`config.mk`:
```
export PLATFORM = sky130hd
export DESIGN_NAME = kbd_event_queue
export DESIGN_NICKNAME = d
export VERILOG_FILES = /design/src/rtl/kbd_event_queue.sv
export SDC_FILE = /design/constraint.sdc
export NUM_CORES = 1
export LEC_CHECK = 0
export CAP_MARGIN = 20
export CORE_ASPECT_RATIO = 0.8
export CORE_MARGIN = 1
export CORE_UTILIZATION = 50
export CTS_CLUSTER_DIAMETER = 120
export DETAILED_ROUTE_END_ITERATION = 6
export DONT_BUFFER_PORTS = 1
export GPL_ROUTABILITY_DRIVEN = 0
export HOLD_SLACK_MARGIN = 0.08
export PLACE_DENSITY = 0.8
export SYNTH_ARGS = -nofsm -noshare
export SYNTH_HDL_FRONTEND = slang
export SYNTH_SLANG_ARGS = --single-unit
export TNS_END_PERCENT = 1
```
`constraint.sdc`:
```
create_clock -name clk -period 2.95 [get_ports clk]
set_clock_uncertainty 0.1 [all_clocks]
set_input_delay 0.7375 -clock clk [delete_from_list [all_inputs] [get_ports clk]]
set_output_delay 0.7375 -clock clk [all_outputs]
set_load 0.01 [all_outputs]
```
`src/rtl/kbd_event_queue.sv`:
```
// Keyboard event queue: buffers {scan,ascii} press events from ps2_decoder, exposes
// DATA/STATUS registers on the CPU bus and raises an acknowledged interrupt while events wait.
module kbd_event_queue #(
  parameter int          DEPTH      = 8,
  parameter logic [63:0] BASE_ADDR  = 64'h2004,
  parameter logic [3:0]  IRQ_VEC    = 4'd1,
  parameter bit          ASCII_ONLY = 1'b1
) (
  input  logic        clk,
  input  logic        reset_n,
  input  logic [7:0]  scan_code,
  input  logic [7:0]  ascii_code,
  input  logic        key_pressed,
  input  logic [63:0] bus_address,
  input  logic        bus_read_enable,
  input  logic        bus_write_enable,
  input  logic [63:0] bus_write_data,
  output logic [63:0] bus_read_data,
  output logic [3:0]  interrupt_vector,
  input  logic        interrupt_ack,
  output logic        overflow
);

  localparam int AW = $clog2(DEPTH);
  localparam int CW = AW + 1;

  typedef enum logic [1:0] {
    IRQ_IDLE     = 2'd0,
    IRQ_PENDING  = 2'd1,
    IRQ_SERVICED = 2'd2
  } irq_state_t;

  // Debug-visible FSM state for checkers bound to this block.
  irq_state_t irq_state;
  irq_state_t irq_next;

  logic          kp_q, rd_q, wr_q;
  logic          push_req;
  logic [15:0]   push_data;
  logic [15:0]   mem [DEPTH];
  logic [AW-1:0] wr_ptr, rd_ptr;
  logic [CW-1:0] count;
  logic [7:0]    count8;
  logic          empty, full;
  logic          rd_pulse, wr_pulse, data_hit, stat_hit;
  logic          do_pop, do_push, ovf_set, ovf_clr, accept;
  logic          unused_wdata;

  // Bus strobes are levels from the slow CPU clock: only the first cycle of each
  // read/write acts; interrupt_ack is consumed only in PENDING.
  assign rd_pulse = bus_read_enable & ~rd_q;
  assign wr_pulse = bus_write_enable & ~wr_q;
  assign data_hit = (bus_address == BASE_ADDR);
  assign stat_hit = (bus_address == BASE_ADDR + 64'd8);

  assign empty   = (count == '0);
  assign full    = (count == CW'(DEPTH));
  assign count8  = 8'(count);
  assign accept  = !(ASCII_ONLY && (ascii_code == 8'd0));
  assign do_pop  = rd_pulse & data_hit & ~empty;
  assign do_push = push_req & (~full | do_pop);
  assign ovf_set = push_req & full & ~do_pop;
  assign ovf_clr = wr_pulse & stat_hit & bus_write_data[1];

  assign unused_wdata = ^{bus_write_data[63:2], bus_write_data[0]};

  always_ff @(posedge clk or negedge reset_n) begin
    if (!reset_n) begin
      kp_q      <= 1'b0;
      rd_q      <= 1'b0;
      wr_q      <= 1'b0;
      push_req  <= 1'b0;
      push_data <= 16'd0;
    end else begin
      kp_q      <= key_pressed;
      rd_q      <= bus_read_enable;
      wr_q      <= bus_write_enable;
      push_req  <= key_pressed & ~kp_q & accept;
      push_data <= {scan_code, ascii_code};
    end
  end

  always_ff @(posedge clk) begin
    if (do_push) mem[wr_ptr] <= push_data;
  end

  always_ff @(posedge clk or negedge reset_n) begin
    if (!reset_n) begin
      wr_ptr   <= '0;
      rd_ptr   <= '0;
      count    <= '0;
      overflow <= 1'b0;
    end else begin
      if (do_push) wr_ptr <= wr_ptr + 1'b1;
      if (do_pop)  rd_ptr <= rd_ptr + 1'b1;
      case ({do_push, do_pop})
        2'b10:   count <= count + 1'b1;
        2'b01:   count <= count - 1'b1;
        default: count <= count;
      endcase
      // A drop in the same cycle as a clear leaves the flag set.
      if (ovf_set)      overflow <= 1'b1;
      else if (ovf_clr) overflow <= 1'b0;
    end
  end

  always_ff @(posedge clk or negedge reset_n) begin
    if (!reset_n) begin
      bus_read_data <= 64'd0;
    end else if (rd_pulse && data_hit) begin
      bus_read_data <= empty ? 64'd0 : {32'd0, 1'b1, 15'd0, mem[rd_ptr]};
    end else if (rd_pulse && stat_hit) begin
      bus_read_data <= {48'd0, count8, 6'd0, overflow, ~empty};
    end
  end

  always_ff @(posedge clk or negedge reset_n) begin
    if (!reset_n) irq_state <= IRQ_IDLE;
    else          irq_state <= irq_next;
  end

  always_comb begin
    irq_next = irq_state;
    case (irq_state)
      IRQ_IDLE:     if (!empty) irq_next = IRQ_PENDING;
      IRQ_PENDING:  if (empty) irq_next = IRQ_IDLE;
                    else if (interrupt_ack) irq_next = IRQ_SERVICED;
      IRQ_SERVICED: if (empty) irq_next = IRQ_IDLE;
      default:      irq_next = IRQ_IDLE;
    endcase
  end

  always_comb begin
    interrupt_vector = 4'd0;
    if (irq_state == IRQ_PENDING) interrupt_vector = IRQ_VEC;
  end

endmodule

```
==> key figures <==
STA
  • Crit share post-route: 0.9063
  • Minimum clock period after layout: 2674 ps
  • Slew Limit Fails: 0
  • Endpoints failing hold: 0
  • Sum of negative setup slack: 0 ps
  • Worst rel slew slack: 0.3218
  • Max frequency: 374.0 MHz
  • Setup Viol. Count Final: 0
  • RSZ-0062 raised after global routing: false
  • Worst-margin pin slew: 1017 ps

Routing
  • Drt via density: 5.944
  • DRC violations left: 0
  • Iteration-0 DRC count of the detailed router: 487
  • Total number of vias: 4,054
  • Routed wire length: 15.74 mm
  • Count of nets left with antenna violations after detail routing: 0
  • TritonRoute pass-1 iters: 5
  • Routed wire per std cell: 23.08 um

Pwr
  • Power density of the placed cells: 592.1 mW/mm^2
  • Reported net switching power: 1.064 mW
  • Overall power of the completed layout: 5.093 mW
  • Combinational group share of total power: 0.022
  • Clock group share of total power: 0.439
  • Maximum VDD drop: 0.4628 mV
  • Part of the power in registers: 0.539
  • Switching share of total power: 0.2089
  • Leak: 3.055 nW
  • Internal Dissipation: 4.029 mW

Synthesis
  • Leading cell types by total area after synthesis: sky130_fd_sc_hd__edfxtp_1 51%, sky130_fd_sc_hd__dfrtp_1 16%, sky130_fd_sc_hd__mux4_2 9.5%
  • Total standard cell area after synthesis: 0.007587 sq mm
  • Avg Inst Size Synth: 16.64 sq um
  • Post-synth EDFFs: 128
  • Ys Warns: 0
  • Leading register cell type out of synthesis: sky130_fd_sc_hd__edfxtp_1
  • Ys async rst share: 0.2809
  • Synth top area share: 0.5066
  • Fraction of the yosys area taken by sequential cells: 0.6715
  • Post-synth cell types: 58
  • FF+latch count, synth: 178
  • Synthesized instance count: 456
  • Area leader, netlist: sky130_fd_sc_hd__edfxtp_1

Final layout
  • Post-layout net count: 638
  • Non-Filler Instances: 682
  • Most common library cell in the layout ignoring fill and taps: sky130_fd_sc_hd__edfxtp_1
  • Most frequent cells in the layout: 128 x sky130_fd_sc_hd__edfxtp_1, 50 x sky130_fd_sc_hd__conb_1, 49 x sky130_fd_sc_hd__dfrtp_1
  • Area growth syn-to-layout: 13.36%
  • Final design instance area without fill: 0.008601 sq mm
  • Antenna Diode Count: 0
  • Post-layout utilization of the core: 0.5915
  • Layout cells sized above 1: 0.2570

Clocking
  • Hold-fix buffer count after cts: 2
  • Clock latency reported for the late side of the worst-skew pair: 430 ps
  • Clock transition at the registers of the reported paths: 70 ps
  • CTS tree: yes
  • Clock Sinks: 178
  • Number of gates resized after CTS: 0
  • Cts bufs inserted: 17
  • Clock Tree Buf Depth: 2
  • H-tree levels: 4
  • Cell at the root of the clock tree: sky130_fd_sc_hd__clkbuf_16
  • Postcts setup bufs: 0

Critical path
  • Launch point of the critical path: bus_address[12]
  • Kind of cell adding the most delay to the critical path: simple AND/OR/NAND/NOR gates
  • Critical Path Sink Type: register
  • Arrival time of data at the critical path endpoint: 2910 ps
  • Cells traversed along the worst timing path: nor4b_2 -> buf_4 -> nand4_2 -> or3_1 -> o21ai_0 -> nand2_1 -> ha_1 -> nor4_1 -> a31oi_1 -> a211oi_1
  • Worst reg2reg startpoint: count[2]
  • Worst r2r dst: count[2]
  • Worst Path Class, Setup: in2reg
  • R2R Setup Slk: 490 ps
  • Data required time of the worst path: 3190 ps
  • Critical Path Slowest Stage Cell: sky130_fd_sc_hd__or3_1
  • Worst Path Buf+Inv: 1
  • Maximum single-stage delay on the critical path: 410 ps
  • Largest fanout of any net on the critical path: 3
  • Number of cells on the worst reg-to-reg path: 10
  • CP startpoint kind: input pin

Global routing
  • Vias in the first global route: 4,225
  • Maximum number of pins on one net before global-route repair: 51
  • Overall routing resource usage: 0.2133
  • Number of antenna violations at the first check in global routing: 0
  • First-pass GRT wire length: 24.03 mm
  • Total overflow reported by the global router: 0

Placed design
  • Dpl hpwl: 10.32 mm
  • Number of input and output port buffers inserted: 0
  • Total instance count after detailed placement: 648
  • Placed standard-cell area: 0.007971 sq mm

Floorplan
  • Starting Density: 0.5218
  • Total number of placement rows: 39
  • Ports: 219
  • Vertical extent of the die: 112.2 um
  • Die Footprint: 0.01567 sq mm
  • Die width: 139.7 um
  • Area of the placeable core: 0.01454 sq mm

Flow run
  • Max-capacitance violation count: 0

Hold path
  • Worst min-delay path class: in2reg
  • Hold_sp: scan_code[5]
  • Hold EP: push_data[13]
  • Hold Path Cell Cnt: 0

Run status
  • Outcome: completed
Yosys cell counts, drive strengths merged, types with 5 or more instances:
master	instances
nor3	9
mux2i	14
mux4	32
mux2	6
nor2	6
a21oi	5
nand4	5
nand3	10
buf	60
clkbuf	11
o31ai	11
nor4	25
o21ai	19
nand2	10
edfxtp	128
nor2b	5
dfrtp	50
logic make-up after synthesis:
kind of cell / share of synthesized area
AOI/OAI and AO/OA: 0.04750
xor gates and xnor gates: 0.003464
adders and majority gates: 0.004948
buffers and inverters: 0.06530
DFF: 0.6715
muxes: 0.1224
other: 0.0004942
and+or+nand+nor: 0.08444
worst reg2reg max path: stages, from the launching register on:
cell                       delay, ps
sky130_fd_sc_hd__dfrtp_1         520
sky130_fd_sc_hd__nor4_2           60
sky130_fd_sc_hd__buf_4           160
sky130_fd_sc_hd__nor3_1          190
sky130_fd_sc_hd__nand3_1         120
sky130_fd_sc_hd__o21ai_0         230
sky130_fd_sc_hd__nand2_1          90
sky130_fd_sc_hd__ha_1            220
sky130_fd_sc_hd__nor4_1          300
sky130_fd_sc_hd__a31oi_1         130
sky130_fd_sc_hd__a211oi_1        240
through the flow:
step | hold WS, ps | worst slack [ps]
final | 232.8 | 276.3
after CTS | 218.7 | 273.0
after floorplan | 319.2 | -22.64
after global placement | 335.1 | -66.05
after global routing | 211.4 | 65.66
after detailed placement | 343.4 | -184.5
area by class of cell:
class | instances | area [sq um]
Inverter | 3 | 11.26
Tap cell | 184 | 230.2
Multi-Input combinational cell | 253 | 2308
Sequential cell | 178 | 5096
Clock buffer | 19 | 442.9
Fill cell | 1034 | 5941
Clock inverter | 13 | 148.9
Timing Repair Buffer | 32 | 362.8
routing by layer:
layer	share of wire	GRT usage	wire length, um	vias up
met5	0	0	0	-
met4	0.012	0.06374	184	0
met3	0.069	0.05759	1086	21
met2	0.52	0.3670	8194	208
met1	0.40	0.2661	6272	2059
li1	-	-	-	1766
worst max-delay path by stage:
stage / slack (ps) / to / cells after the start
finish: 280 / count[2] / 10
global route: 70 / count[2] / 10
CTS: 270 / count[2] / 10
floorplan: -20 / count[2] / 10
global placement: -70 / count[2] / 10
detailed placement: -180 / count[2] / 10
power groups by stage:
| stage | Sequential (mW) | Combinational, mW | Clock, mW |
|---|---|---|---|
| floorplan | 2.78 | 0.128 | 0 |
| global placement | 2.79 | 0.0859 | 0 |
| detailed placement | 2.80 | 0.0887 | 0 |
| CTS | 2.75 | 0.110 | 2.27 |
| global route | 2.75 | 0.122 | 2.38 |
| finish | 2.75 | 0.110 | 2.24 |
state kept, by name, indices dropped and copies added (netlist names), 2 cells and up:
register	cells
wr_ptr	3
rd_ptr	3
mem	128
bus_read_data	17
irq_state	2
push_data	16
count	4
Note: power is estimated with default switching activity, not from simulation.
